<file path="config.mk">
export PLATFORM = sky130hd
export DESIGN_NAME = key_bounce_gen
export DESIGN_NICKNAME = d
export VERILOG_FILES = /design/src/rtl/key_bounce_gen.sv
export SDC_FILE = /design/constraint.sdc
export NUM_CORES = 1
export LEC_CHECK = 0
export CORE_MARGIN = 2
export CORE_UTILIZATION = 39
export DETAILED_ROUTE_END_ITERATION = 12
export DONT_BUFFER_PORTS = 1
export GPL_ROUTABILITY_DRIVEN = 1
export HOLD_SLACK_MARGIN = 0.03
export PLACE_DENSITY = 0.51
export SLEW_MARGIN = 20
export SYNTH_ARGS = -nofsm -noshare
export SYNTH_HDL_FRONTEND = slang
export SYNTH_SLANG_ARGS = --single-unit
</file>
<file path="constraint.sdc">
create_clock -name CLK -period 3 [get_ports CLK]
set_input_delay 0.15 -clock CLK [delete_from_list [all_inputs] [get_ports CLK]]
set_output_delay 0.15 -clock CLK [all_outputs]
set_load 0.02 [all_outputs]
</file>
<file path="src/rtl/key_bounce_gen.sv">
// key_bounce_gen: emulated mechanical key pin with timed bounce on press/release (optional KEY_BOUNCE_RANDOM_EN for LFSR toggle spacing)
module key_bounce_gen #(
  parameter logic [15:0] T1MS       = 16'd20000,
  parameter logic [4:0]  BOUNCE_MS  = 5'd10,
  parameter logic [15:0] TOGGLE_CYC = 16'd2000,
  parameter logic [7:0]  LFSR_SEED  = 8'hA5
) (
  input  logic CLK,
  input  logic RST,
  input  logic Press_Req,
  input  logic Release_Req,
  output logic Key_Pin,
  output logic Busy,
  output logic Done
);
  typedef enum logic [1:0] {UP, BOUNCE_DN, DOWN, BOUNCE_UP} state_t;
  state_t state_q, state_d;
  logic [15:0] cyc_cnt_q, cyc_cnt_d, tog_cnt_q, tog_cnt_d, tog_lim;
  logic [4:0] ms_cnt_q, ms_cnt_d;
  logic key_q, key_d, busy_q, busy_d, done_q, done_d;
  logic start, bouncing, cyc_wrap, exit_now, toggle_now;
`ifdef KEY_BOUNCE_RANDOM_EN
  logic [7:0] lfsr_q, lfsr_d;
  logic [15:0] tog_lim_q, tog_lim_d;
  logic unused_tog;
  assign unused_tog = ^TOGGLE_CYC;
  assign tog_lim = tog_lim_q;
  // LFSR free-runs; toggle interval is re-drawn on bounce entry and after every toggle
  always_comb begin
    lfsr_d = {lfsr_q[6:0], lfsr_q[7] ^ lfsr_q[5] ^ lfsr_q[4] ^ lfsr_q[3]};
    tog_lim_d = (start || toggle_now) ? {8'd0, lfsr_q[3:0], 4'b0} + 16'd1 : tog_lim_q;
  end
  // LFSR and interval registers
  always_ff @(posedge CLK or posedge RST) begin
    if (RST) begin
      lfsr_q <= LFSR_SEED;
      tog_lim_q <= 16'd1;
    end else begin
      lfsr_q <= lfsr_d;
      tog_lim_q <= tog_lim_d;
    end
  end
`else
  logic unused_seed;
  assign unused_seed = ^LFSR_SEED;
  assign tog_lim = TOGGLE_CYC;
`endif
  // Next-state: accept only the request legal for the stable state; exit beats toggle
  always_comb begin
    start = (state_q == UP && Press_Req) || (state_q == DOWN && Release_Req);
    bouncing = state_q == BOUNCE_DN || state_q == BOUNCE_UP;
    cyc_wrap = cyc_cnt_q == T1MS - 16'd1;
    exit_now = bouncing && cyc_wrap && ms_cnt_q == BOUNCE_MS - 5'd1;
    toggle_now = bouncing && !exit_now && tog_cnt_q == tog_lim - 16'd1;
    state_d = start ? (state_q == UP ? BOUNCE_DN : BOUNCE_UP)
            : exit_now ? (state_q == BOUNCE_DN ? DOWN : UP) : state_q;
    key_d = start ? (state_q == DOWN) : exit_now ? (state_q == BOUNCE_UP)
          : toggle_now ? ~key_q : key_q;
    busy_d = start || (bouncing && !exit_now);
    done_d = exit_now;
    cyc_cnt_d = (start || exit_now || (bouncing && cyc_wrap)) ? 16'd0 : bouncing ? cyc_cnt_q + 16'd1 : cyc_cnt_q;
    ms_cnt_d = (start || exit_now) ? 5'd0 : (bouncing && cyc_wrap) ? ms_cnt_q + 5'd1 : ms_cnt_q;
    tog_cnt_d = (start || exit_now || toggle_now) ? 16'd0 : bouncing ? tog_cnt_q + 16'd1 : tog_cnt_q;
  end
  // State, counters and registered outputs
  always_ff @(posedge CLK or posedge RST) begin
    if (RST) begin
      state_q <= UP;
      cyc_cnt_q <= 16'd0;
      ms_cnt_q <= 5'd0;
      tog_cnt_q <= 16'd0;
      key_q <= 1'b1;
      busy_q <= 1'b0;
      done_q <= 1'b0;
    end else begin
      state_q <= state_d;
      cyc_cnt_q <= cyc_cnt_d;
      ms_cnt_q <= ms_cnt_d;
      tog_cnt_q <= tog_cnt_d;
      key_q <= key_d;
      busy_q <= busy_d;
      done_q <= done_d;
    end
  end
  assign Key_Pin = key_q;
  assign Busy = busy_q;
  assign Done = done_q;
endmodule

</file>
Word level (Yosys, flattened, before mapping) --
Cells that the tools add are included.
Storage, ports and cells: bits in registers 42, output and inout bits 3, logic and storage cells 49
Cells by class: add/subtract/negate cells 3, eq/ne operators 6, multiplexer cells 13, bitwise operators 1, reduce and logical (&&, ||, !) cells 19
Operator list (count):
- $mux W16 | 4
- $add A16 B1 Y16 const B | 2
- $eq A16 B11 Y1 const B | 1
- $eq A16 B15 Y1 const B | 1
- $mux W5 | 2
- $mux W2 | 4
- $reduce_bool A2 Y1 | 4
- $logic_and A1 B1 Y1 | 6
- $logic_or A1 B1 Y1 | 6
- $add A5 B1 Y5 const B | 1
- $eq A5 B4 Y1 const B | 1
- $eq A2 B2 Y1 const B | 2
- $mux W1 | 3
- $reduce_bool A3 Y1 | 1
- $eq A2 B1 Y1 const B | 1
- $logic_not A2 Y1 | 1
- $logic_not A1 Y1 | 1
- $not A1 Y1 | 1

Depth between registers and ports, before layout --
Gate-level depths: netlist (run 1).
depth in word-level cells 10, mapped depth 6, gate-level depth less buffers 5

Least setup slack after synthesis (run 1) --
OpenSTA, ideal clock, no wires.
path kind reg-to-reg, start point register cyc_cnt_q[12], end point register state_q[1], arrival time 2.013 ns, data required time 2.876 ns, setup slack 0.862 ns, cell stages (with the launch flop) 6, period minus slack after synthesis 2.138 ns, cells stage by stage dfrtp_1 -> or4_1 -> or4_4 -> buf_2 -> or2_1 -> xnor2_1
Between the ends: word-level cells in the longest chain between the ends 4
RTL lines:
- start: declaration | RTL line 18 | logic [15:0] cyc_cnt_q, cyc_cnt_d, tog_cnt_q, tog_cnt_d, tog_lim;
- start signal: assignment | RTL line 77 | cyc_cnt_q <= cyc_cnt_d;
- $eq A16 B15 Y1 | RTL line 52 | cyc_wrap = cyc_cnt_q == T1MS - 16'd1;
- $logic_and A1 B1 Y1 (2 in a row) | RTL line 53 | exit_now = bouncing && cyc_wrap && ms_cnt_q == BOUNCE_MS - 5'd1;
- $reduce_bool A2 Y1 (no source line)
- end signal: assignment | RTL line 76 | state_q <= state_d;
- end: declaration | RTL line 17 | state_t state_q, state_d;
No other way between the ends. A chain may end at the register's enable or synchronous reset.

Worst setup path in the final report (run 1) --
start point register cyc_cnt_q[0], end point register ms_cnt_q[4]
Between the ends: word-level cells in the longest chain between the ends 5, elaborated cells on any way between the ends 6, classes of those cells eq/ne (1); mux (1); reduce/logical (4)
RTL lines:
- $eq A16 B15 Y1 * | RTL line 52
- $logic_and A1 B1 Y1 * | RTL line 53, 62
- $logic_and A1 B1 Y1 | RTL line 53
- $logic_or A1 B1 Y1 | RTL line 62 | ms_cnt_d = (start || exit_now) ? 5'd0 : (bouncing && cyc_wrap) ? ms_cnt_q + 5'd1 : ms_cnt_q;
- $mux W5 / $reduce_bool A2 Y1 (equally long branches)
- end signal: assignment | RTL line 78 | ms_cnt_q <= ms_cnt_d;
- end: declaration | RTL line 19 | logic [4:0] ms_cnt_q, ms_cnt_d;
Mark *: on every way between the ends. The rest lies on a longest branch, timed or not.

==> results of run 1 <==
[logic make-up (layout without fill, tap and decap cells)]
logic type | after synthesis | after routing
compound gates | 27 | 27
flops | 42 | 42
simple gates | 100 | 100
buf+inv | 17 | 24
fa+ha+maj | 4 | 4
xor+xnor | 24 | 24
mux | 5 | 5
[cell type report]
cell class | instances | area (um2)
fill | 551 | 3030
clock inverter | 1 | 30.0
timing repair buffer | 7 | 55.1
sequential | 42 | 1050
tap | 72 | 90.1
multi-input combinational | 160 | 1030
inverter | 9 | 33.8
clock buffer | 7 | 86.3
[worst max path at each step]
stage / slack, ns / depth (start not counted) / endpoint
after floorplan: 0.86 / 5 / state_q[1]
after global placement: 0.73 / 4 / ms_cnt_q[4]
after detailed placement: 0.70 / 4 / ms_cnt_q[4]
after CTS: 0.67 / 4 / ms_cnt_q[4]
after global routing: 0.47 / 5 / cyc_cnt_q[12]
final: 0.63 / 5 / ms_cnt_q[4]
[registers in the layout, summed over array words and instances, names as in the netlist]
register	count
ms_cnt_q	5
Busy	1
state_q	2
cyc_cnt_q	16
Done	1
tog_cnt_q	16
Key_Pin	1
[through the flow]
step	total power (W)	worst slack (ns)	utilization, %
after global placement	0.000590	0.732	41.6
after CTS	0.00106	0.670	43.9
after floorplan	0.000586	0.862	-
final	0.00105	0.630	43.9
after detailed placement	0.000591	0.697	41.6
after global routing	0.00108	0.466	43.9
[power by group through the flow]
stage            logic, W  clock network [W]  registers, W
6_report        0.0000138           0.000466      0.000566
5_1_grt         0.0000167           0.000499      0.000566
4_1_cts         0.0000151           0.000476      0.000566
3_5_place_dp    0.0000142                  0      0.000577
3_3_place_gp    0.0000135                  0      0.000577
2_1_floorplan  0.00000902                  0      0.000577
[routing by layer]
layer | up-vias | GRT usage [%] | routed length [um]
li1 | 795 | - | -
met1 | 841 | 23.4 | 2180
met2 | 24 | 26.3 | 2200
met3 | 6 | 3.79 | 133
met4 | 0 | 5.44 | 55
met5 | - | 0 | 0
[synth_stat cells]
library cell,instances,area share (%)
o21ai_1,1,0.23
o21ai_0,9,2.1
a21oi_1,7,1.6
xnor2_1,12,4.9
dfstp_2,1,1.2
o21bai_1,1,0.35
mux2_2,1,0.52
and3_1,5,1.5
or2_1,1,0.29
or3_1,6,1.7
clkbuf_1,4,0.70
mux2i_1,4,1.9
buf_2,4,0.93
nor3_1,16,3.7
nand2_1,14,2.4
nand4_1,10,2.9
or4_4,1,0.52
a22oi_1,1,0.35
nand3_1,11,2.6
nand2b_1,2,0.58
or4b_2,1,0.47
o22ai_1,1,0.29
or4bb_1,1,0.52
ha_1,4,2.3
o31ai_1,3,1.0
nor4_1,3,0.87
nor2_1,14,2.4
xor2_1,12,4.9
or4b_1,1,0.47
nand3b_1,1,0.35
dfrtp_1,41,48
inv_1,9,1.6
and4_1,3,1.2
a211oi_1,4,1.4
or4_1,7,2.4
and2_1,1,0.29
or2_2,2,0.58
[cells in the final DEF (no fill, tap or decap), drive strengths merged, types with 8 or more instances in the layout]
| cell | synthesis | routed |
|---|---|---|
| nor3 | 16 | 16 |
| dfrtp | 41 | 41 |
| inv | 9 | 9 |
| nand2 | 14 | 14 |
| xnor2 | 12 | 12 |
| nand3 | 11 | 11 |
| nand4 | 10 | 10 |
| xor2 | 12 | 12 |
| o21ai | 10 | 10 |
| or4 | 8 | 8 |
| nor2 | 14 | 14 |
[repair_timing]
action                    4_1_cts  5_1_grt
hold buffers                    1        0
hold endpoints to repair       41        0
resized for setup               0        0
[critical path: stages (launching register included)]
cell,delay [ns]
dfrtp_1,0.41
ha_1,0.19
nand4_1,0.30
or4_4,0.71
or4_1,0.51
a21oi_1,0.17
==> impl_metrics.json, run 1 <==
{
  "timing.rr.end": "ms_cnt_q[4]",
  "status": "completed",
  "dpl.cell_count": 289,
  "via_per_inst": 5.59,
  "finClkSkew_ns": 0.00638,
  "instances_no_fill": 298,
  "synth_adder_area_share_pct": 2.33,
  "synthSimpleGateAreaFrac_pct": 25.9,
  "yosys_warnings": 0,
  "ctsRootBufferMaster": "clkbuf_8",
  "clock_sinks": 42,
  "synth.distinct_cells": 37,
  "first_global_vias": 1766,
  "clock_power_share_pct": 44.6,
  "fin_crit_ns": 2.37,
  "post_cts_buffers": 0,
  "syn-cell-area_mm2": 0.00215,
  "drive_gt1_share_pct": 8.41,
  "max-slew-margin-rel_pct": 61.6,
  "final_area_mm2": 0.00237,
  "htreeDepth": 2,
  "crit_start": "cyc_cnt_q[0]",
  "cts.clk_slew.worst_paths_ns": 0.08,
  "diodes": 0,
  "firstDrtPassIters": 4,
  "start_util_pct": 39.7,
  "hold_path_depth": 3,
  "io_pins": 7,
  "hold_violations": 0,
  "dp_hpwl_mm": 3.11,
  "crit_type": "reg -> reg",
  "clockBufferDepth": 2,
  "die_area_mm2": 0.00612,
  "p_per_area_mw_per_mm2": 440,
  "synth_compound_area_share_pct": 7.40,
  "hold-worst-slack_ns": 0.115,
  "antenna_found_initial": 0,
  "ant_nets": 0,
  "insertion_delay_ns": 0.29,
  "min_path_type": "in -> reg",
  "finalMaxSlewViolations": 0,
  "synthMuxAreaShare_pct": 2.39,
  "grtUsageTotal_pct": 16.9,
  "initialDrtViolationCount": 149,
  "reg2reg_depth": 5,
  "synth_seq_area_share_pct": 49.0,
  "end_kind": "flop",
  "remaining_drc_errors": 0,
  "r2r_setup_slack_ns": 0.63,
  "num_rows": 27,
  "synth_area_per_cell_um2": 9.81,
  "wl_per_cell_um": 15.3,
  "gp_congestion": 0.816,
  "synth-xor-area-share_pct": 9.78,
  "grt-ovfl-total": 0,
  "num_vias": 1666,
  "leakagePower_nw": 0.971,
  "synth_nets": 227,
  "setup_tns_ns": 0,
  "p_int_w": 0.000839,
  "startpoint_type": "flop",
  "dpl_cell_area_mm2": 0.00225,
  "wirelength_mm": 4.57,
  "critPathMaxFanout": 14,
  "power_frac_comb_pct": 1.3,
  "fmax_ghz": 0.422,
  "min_from": "Press_Req",
  "hold-path-endpoint": "Key_Pin",
  "cts_tree": "built",
  "required_ns": 3.22,
  "setup_violations": 0,
  "rsz0062_at_grt": "no",
  "io_buffers": 0,
  "design.core.area_mm2": 0.00541,
  "syn_inst": 219,
  "max_cap_viol_count": 0,
  "worst_slew_pin_slew_ns": 0.571,
  "dieHeight_um": 78.2,
  "switching_share_pct": 19.7,
  "grt_max_degree": 43,
  "reg2reg_from": "cyc_cnt_q[0]",
  "syn_to_final_growth_pct": 10.5,
  "vdd_drop_max_v": 0.000279,
  "finalNetCount": 233,
  "ys_ff_latch": 42,
  "min_period_over_period_pct": 79.0,
  "p_sw_w": 0.000206,
  "synth_top_family_by_area": "simple AND/OR/NAND/NOR gates",
  "fp.dieW_um": 78.2,
  "grt_pass1_wl_mm": 8.27,
  "crit_arrival_ns": 2.59,
  "cts_buffers": 5,
  "p_seq_share_pct": 54.1
}
Note: power is estimated with default switching activity, not from simulation.
==> run 2, diff against run 1 <==
Clock period 3 ns to 2.4 ns, I/O delays scaled along.
==> run 2 against run 1 <==
Against the previous run:
- clock skew down 0.0016 ns
- cell count up 1.0%
- die area unchanged
- flip-flop and latch count unchanged
- sequential share of layout area down 0.51 points
- clock power up 19%
==> impl_metrics.json, run 2 (same netlist as run 1, synthesis figures left out) <==
{
  "status": "completed",
  "setup_tns_ns": 0,
  "cts.clk_slew.worst_paths_ns": 0.08,
  "first_global_vias": 1677,
  "vdd_drop_max_v": 0.000249,
  "rsz0062_at_grt": "no",
  "reg2reg_from": "cyc_cnt_q[12]",
  "cts_tree": "built",
  "via_per_inst": 5.43,
  "diodes": 0,
  "io_buffers": 0,
  "wl_per_cell_um": 14.6,
  "finalMaxSlewViolations": 0,
  "num_vias": 1634,
  "reg_top3": "cyc_cnt_q: 16 flops, tog_cnt_q: 16 flops, ms_cnt_q: 5 flops",
  "grt_pass1_wl_mm": 7.85,
  "fmax_ghz": 0.436,
  "gp_congestion": 0.802,
  "worst_slew_pin_slew_ns": 0.527,
  "grtUsageTotal_pct": 16.3,
  "reg2reg_depth": 4,
  "clock_sinks": 42,
  "final_cell_mix": "dfrtp_1, nor3_1, nand2_1, nor2_1",
  "min_from": "Press_Req",
  "wirelength_mm": 4.40,
  "p_per_area_mw_per_mm2": 533,
  "r2r_setup_slack_ns": 0.11,
  "grt_max_degree": 43,
  "io_pins": 7,
  "remaining_drc_errors": 0,
  "htreeDepth": 2,
  "endpoint": "ms_cnt_q[4]",
  "min_period_over_period_pct": 95.5,
  "crit_start": "cyc_cnt_q[12]",
  "post_cts_buffers": 0,
  "finalNetCount": 236,
  "cts_buffers": 5,
  "initialDrtViolationCount": 82,
  "min_path_type": "in -> reg",
  "finClkSkew_ns": 0.00475,
  "setup_violations": 0,
  "max-slew-margin-rel_pct": 64.8,
  "dp_hpwl_mm": 3.11,
  "die_area_mm2": 0.00612,
  "dpl_cell_area_mm2": 0.00228,
  "timing.rr.end": "ms_cnt_q[4]",
  "grt-ovfl-total": 0,
  "fin_crit_ns": 2.29,
  "start_util_pct": 39.7,
  "ant_nets": 0,
  "instances_no_fill": 301,
  "final_common_cell": "dfrtp_1",
  "design.core.area_mm2": 0.00541,
  "max_cap_viol_count": 0,
  "antenna_found_initial": 0,
  "final_area_mm2": 0.00240,
  "dieHeight_um": 78.2,
  "hold_violations": 0,
  "dpl.cell_count": 292,
  "end_kind": "flop",
  "syn_to_final_growth_pct": 11.8,
  "crit_arrival_ns": 2.52,
  "ctsRootBufferMaster": "clkbuf_8",
  "startpoint_type": "flop",
  "clockBufferDepth": 2,
  "leakagePower_nw": 0.988,
  "drive_gt1_share_pct": 10.0,
  "required_ns": 2.63,
  "critPathMaxFanout": 14,
  "insertion_delay_ns": 0.29,
  "crit_type": "reg -> reg",
  "num_rows": 27,
  "fp.dieW_um": 78.2,
  "firstDrtPassIters": 4
}
## run 2: changes by cell type in the layout (fill, tap and decap cells not counted), sizes merged
cell / before / now
buf: 6 / 9
clkbuf: 7 / 5
clkinv: 0 / 2
## run 2: report_power, final
part	total, W	switching, W	internal, W
clock	0.000556	0.000250	0.000306
sequential	0.000707	0	0.000707
combinational	0.0000168	0.0000141	0.00000274
## run 2: cell type report
type	count	area (um2)
well taps	72	90.1
inverters	9	33.8
fillers	516	3000
flip-flops and latches	42	1050
clock buffers	5	68.8
multi-input cells	160	1030
clock inverters	3	40.0
repair buffers	10	90.1
## run 2: timing repair
action | 4_1_cts | 5_1_grt
setup endpoints to repair | 0 | 0
resized for setup | 0 | 0
hold buffers | 1 | 0
hold endpoints to repair | 41 | 0
## run 2: worst min-delay path by stage
stage / slack, ns / to / cells past startpoint
global placement: 0.18 / cyc_cnt_q[10] / 2
floorplan: 0.35 / Key_Pin / 3
detailed placement: 0.19 / cyc_cnt_q[11] / 2
CTS: 0.09 / Key_Pin / 3
finish: 0.11 / Key_Pin / 3
global route: 0.12 / Key_Pin / 3
## run 2: metrics by stage
step | worst slack [ns] | power (W) | hold WS [ns] | util, %
CTS | 0.101 | 0.00130 | 0.0930 | 44.4
floorplan | 0.262 | 0.000732 | 0.355 | -
global route | 0.0248 | 0.00133 | 0.116 | 44.4
finish | 0.107 | 0.00128 | 0.107 | 44.4
detailed placement | 0.109 | 0.000738 | 0.190 | 42.2
global placement | 0.142 | 0.000738 | 0.175 | 42.2
## run 2: metal layers
layer / vias up / GRT usage, % / wire length, um
met5: - / 0 / 0
met4: 0 / 6.14 / 55
met3: 5 / 4.37 / 118
met2: 25 / 25.8 / 2090
met1: 801 / 21.3 / 2140
li1: 803 / - / -
## run 2: worst max-delay path, cell delays in order, from the launching register on
cell	delay, ns
dfrtp_1	0.42
or4_1	0.52
or4_4	0.64
or4_1	0.49
a21oi_1	0.15
==> run 3, diff against run 2 <==
Clock period 2.4 ns to 2.82 ns, I/O delays scaled along.
==> run 3 against run 2 <==
Against the previous run:
- global-route usage barely moved
- critical path depth did not move
- utilization fell by 0.63 points
- clock skew rose by 0.0050 ns
- combinational power fell by 4%
- total power fell by 20%
- first-iteration DRC count rose by 22%
- via count rose by 3.1%
- critical path type unchanged
==> impl_metrics.json, run 3 (same netlist as run 1, synthesis figures left out) <==
{
  "wirelength_mm": 4.48,
  "fin_crit_ns": 2.32,
  "startpoint_type": "flop",
  "first_global_vias": 1703,
  "cts_buffers": 5,
  "p_per_area_mw_per_mm2": 434,
  "clock_sinks": 42,
  "switching_share_pct": 22.0,
  "critPathMaxFanout": 14,
  "r2r_setup_slack_ns": 0.50,
  "p_sw_w": 0.000227,
  "num_vias": 1685,
  "route.met3.wl_um": 165,
  "dieHeight_um": 78.2,
  "diodes": 0,
  "fmax_ghz": 0.430,
  "drive_gt1_share_pct": 9.65,
  "max_cap_viol_count": 0,
  "reg2reg_from": "cyc_cnt_q[12]",
  "max-slew-margin-rel_pct": 58.1,
  "cts.clk_slew.worst_paths_ns": 0.08,
  "crit_start": "cyc_cnt_q[12]",
  "min_path_type": "in -> reg",
  "io_pins": 7,
  "cts_resized": 0,
  "cts_tree": "built",
  "gp_congestion": 0.808,
  "setup_tns_ns": 0,
  "ctsRootBufferMaster": "clkbuf_8",
  "via_per_inst": 5.62,
  "ant_nets": 0,
  "hold_violations": 0,
  "crit_type": "reg -> reg",
  "remaining_drc_errors": 0,
  "leakagePower_nw": 0.968,
  "top_layer": "met4",
  "required_ns": 3.04,
  "final_area_mm2": 0.00237,
  "htreeDepth": 2,
  "clock_power_share_pct": 39.9,
  "rsz0062_at_grt": "no",
  "worst_slew_pin_slew_ns": 0.623,
  "finalNetCount": 235,
  "crit_arrival_ns": 2.54,
  "seqCellArea_mm2": 0.00105,
  "final_cell_mix": "dfrtp_1, nor3_1, nand2_1, nor2_1",
  "final_common_cell": "dfrtp_1",
  "dp_hpwl_mm": 3.21,
  "grt_pass1_wl_mm": 7.97,
  "timing.rr.end": "ms_cnt_q[4]",
  "firstDrtPassIters": 4,
  "grt-ovfl-total": 0,
  "grt_max_degree": 19,
  "clockBufferDepth": 2,
  "initialDrtViolationCount": 100,
  "start_util_pct": 39.7,
  "post_cts_buffers": 0,
  "reg2reg_depth": 4,
  "wl_per_cell_um": 14.9,
  "min_period_over_period_pct": 82.4,
  "insertion_delay_ns": 0.29,
  "drt-met1-wl_mm": 2.17,
  "fin_ws_ns": 0.495,
  "die_area_mm2": 0.00612,
  "io_buffers": 0,
  "finalMaxSlewViolations": 0,
  "endpoint": "ms_cnt_q[4]",
  "vdd_drop_max_v": 0.000226,
  "dpl.cell_count": 291,
  "grtUsageTotal_pct": 16.2,
  "hold_path_depth": 3,
  "p_seq_share_pct": 58.5,
  "pre_cts_slack_ns": 0.517,
  "status": "completed",
  "fp.dieW_um": 78.2,
  "syn_to_final_growth_pct": 10.3,
  "design.core.area_mm2": 0.00541,
  "setup_violations": 0,
  "p_int_w": 0.000802,
  "reg_top3": "cyc_cnt_q: 16 flops, tog_cnt_q: 16 flops, ms_cnt_q: 5 flops",
  "antenna_found_initial": 0,
  "end_kind": "flop",
  "fillCellCount": 533,
  "dpl_cell_area_mm2": 0.00226,
  "finClkSkew_ns": 0.00971,
  "power_frac_comb_pct": 1.6,
  "multi_input_area_mm2": 0.00103,
  "instances_no_fill": 300,
  "wl_met2_mm": 2.08,
  "num_rows": 27
}
-- run 3: cell count changes in the layout (fill, tap and decap cells not counted) --
cell,previous run,this run
buf_12,1,0
bufinv_16,1,0
clkbuf_8,5,6
clkinv_2,2,1
clkinvlp_4,0,1
-- run 3: power groups by stage --
stage	Clock, W	Combinational (W)	Sequential, W
global placement	0	0.0000160	0.000614
finish	0.000411	0.0000161	0.000602
detailed placement	0	0.0000164	0.000614
global route	0.000450	0.0000192	0.000602
CTS	0.000419	0.0000176	0.000602
floorplan	0	0.00000960	0.000614
-- run 3: area by class of cell --
cell class | instances | area share [%]
clock buffers | 6 | 3.49
clock inverters | 2 | 0.528
flip-flops and latches | 42 | 44.4
multi-input cells | 160 | 43.4
inverters | 9 | 1.43
repair buffers | 9 | 2.96
well taps | 72 | 3.80
-- run 3: worst max-delay path: stages, from the launching register on --
cell and delay, ns:
dfrtp_1 0.42, or4_1 0.53, or4_4 0.64, or4_1 0.49, a21oi_1 0.17
-- run 3: worst min path at each step --
stage               startpoint            end  slack, ns
floorplan                  RST           Busy       0.38
global placement           RST  cyc_cnt_q[10]       0.09
detailed placement         RST  cyc_cnt_q[10]       0.09
CTS                  Press_Req        Key_Pin       0.09
global route         Press_Req        Key_Pin       0.12
finish               Press_Req        Key_Pin       0.11
-- run 3: timing repair --
action	CTS	global route
endpoints found under the hold margin	11	0
setup endpoints to repair	0	0
hold buffers	1	0
-- run 3: layer usage --
layer / GRT usage, % / vias up
met2: 24.8 / 32
met5: 0 / -
met3: 3.56 / 6
met1: 22.7 / 844
met4: 5.79 / 0
li1: - / 803
-- run 3: metrics by stage --
step / util (%) / hold WS [ns] / power (W)
after floorplan: - / 0.376 / 0.000623
after global placement: 41.9 / 0.0883 / 0.000630
after detailed placement: 41.9 / 0.0912 / 0.000630
after CTS: 43.8 / 0.0945 / 0.00104
after global routing: 43.8 / 0.115 / 0.00107
final: 43.8 / 0.112 / 0.00103
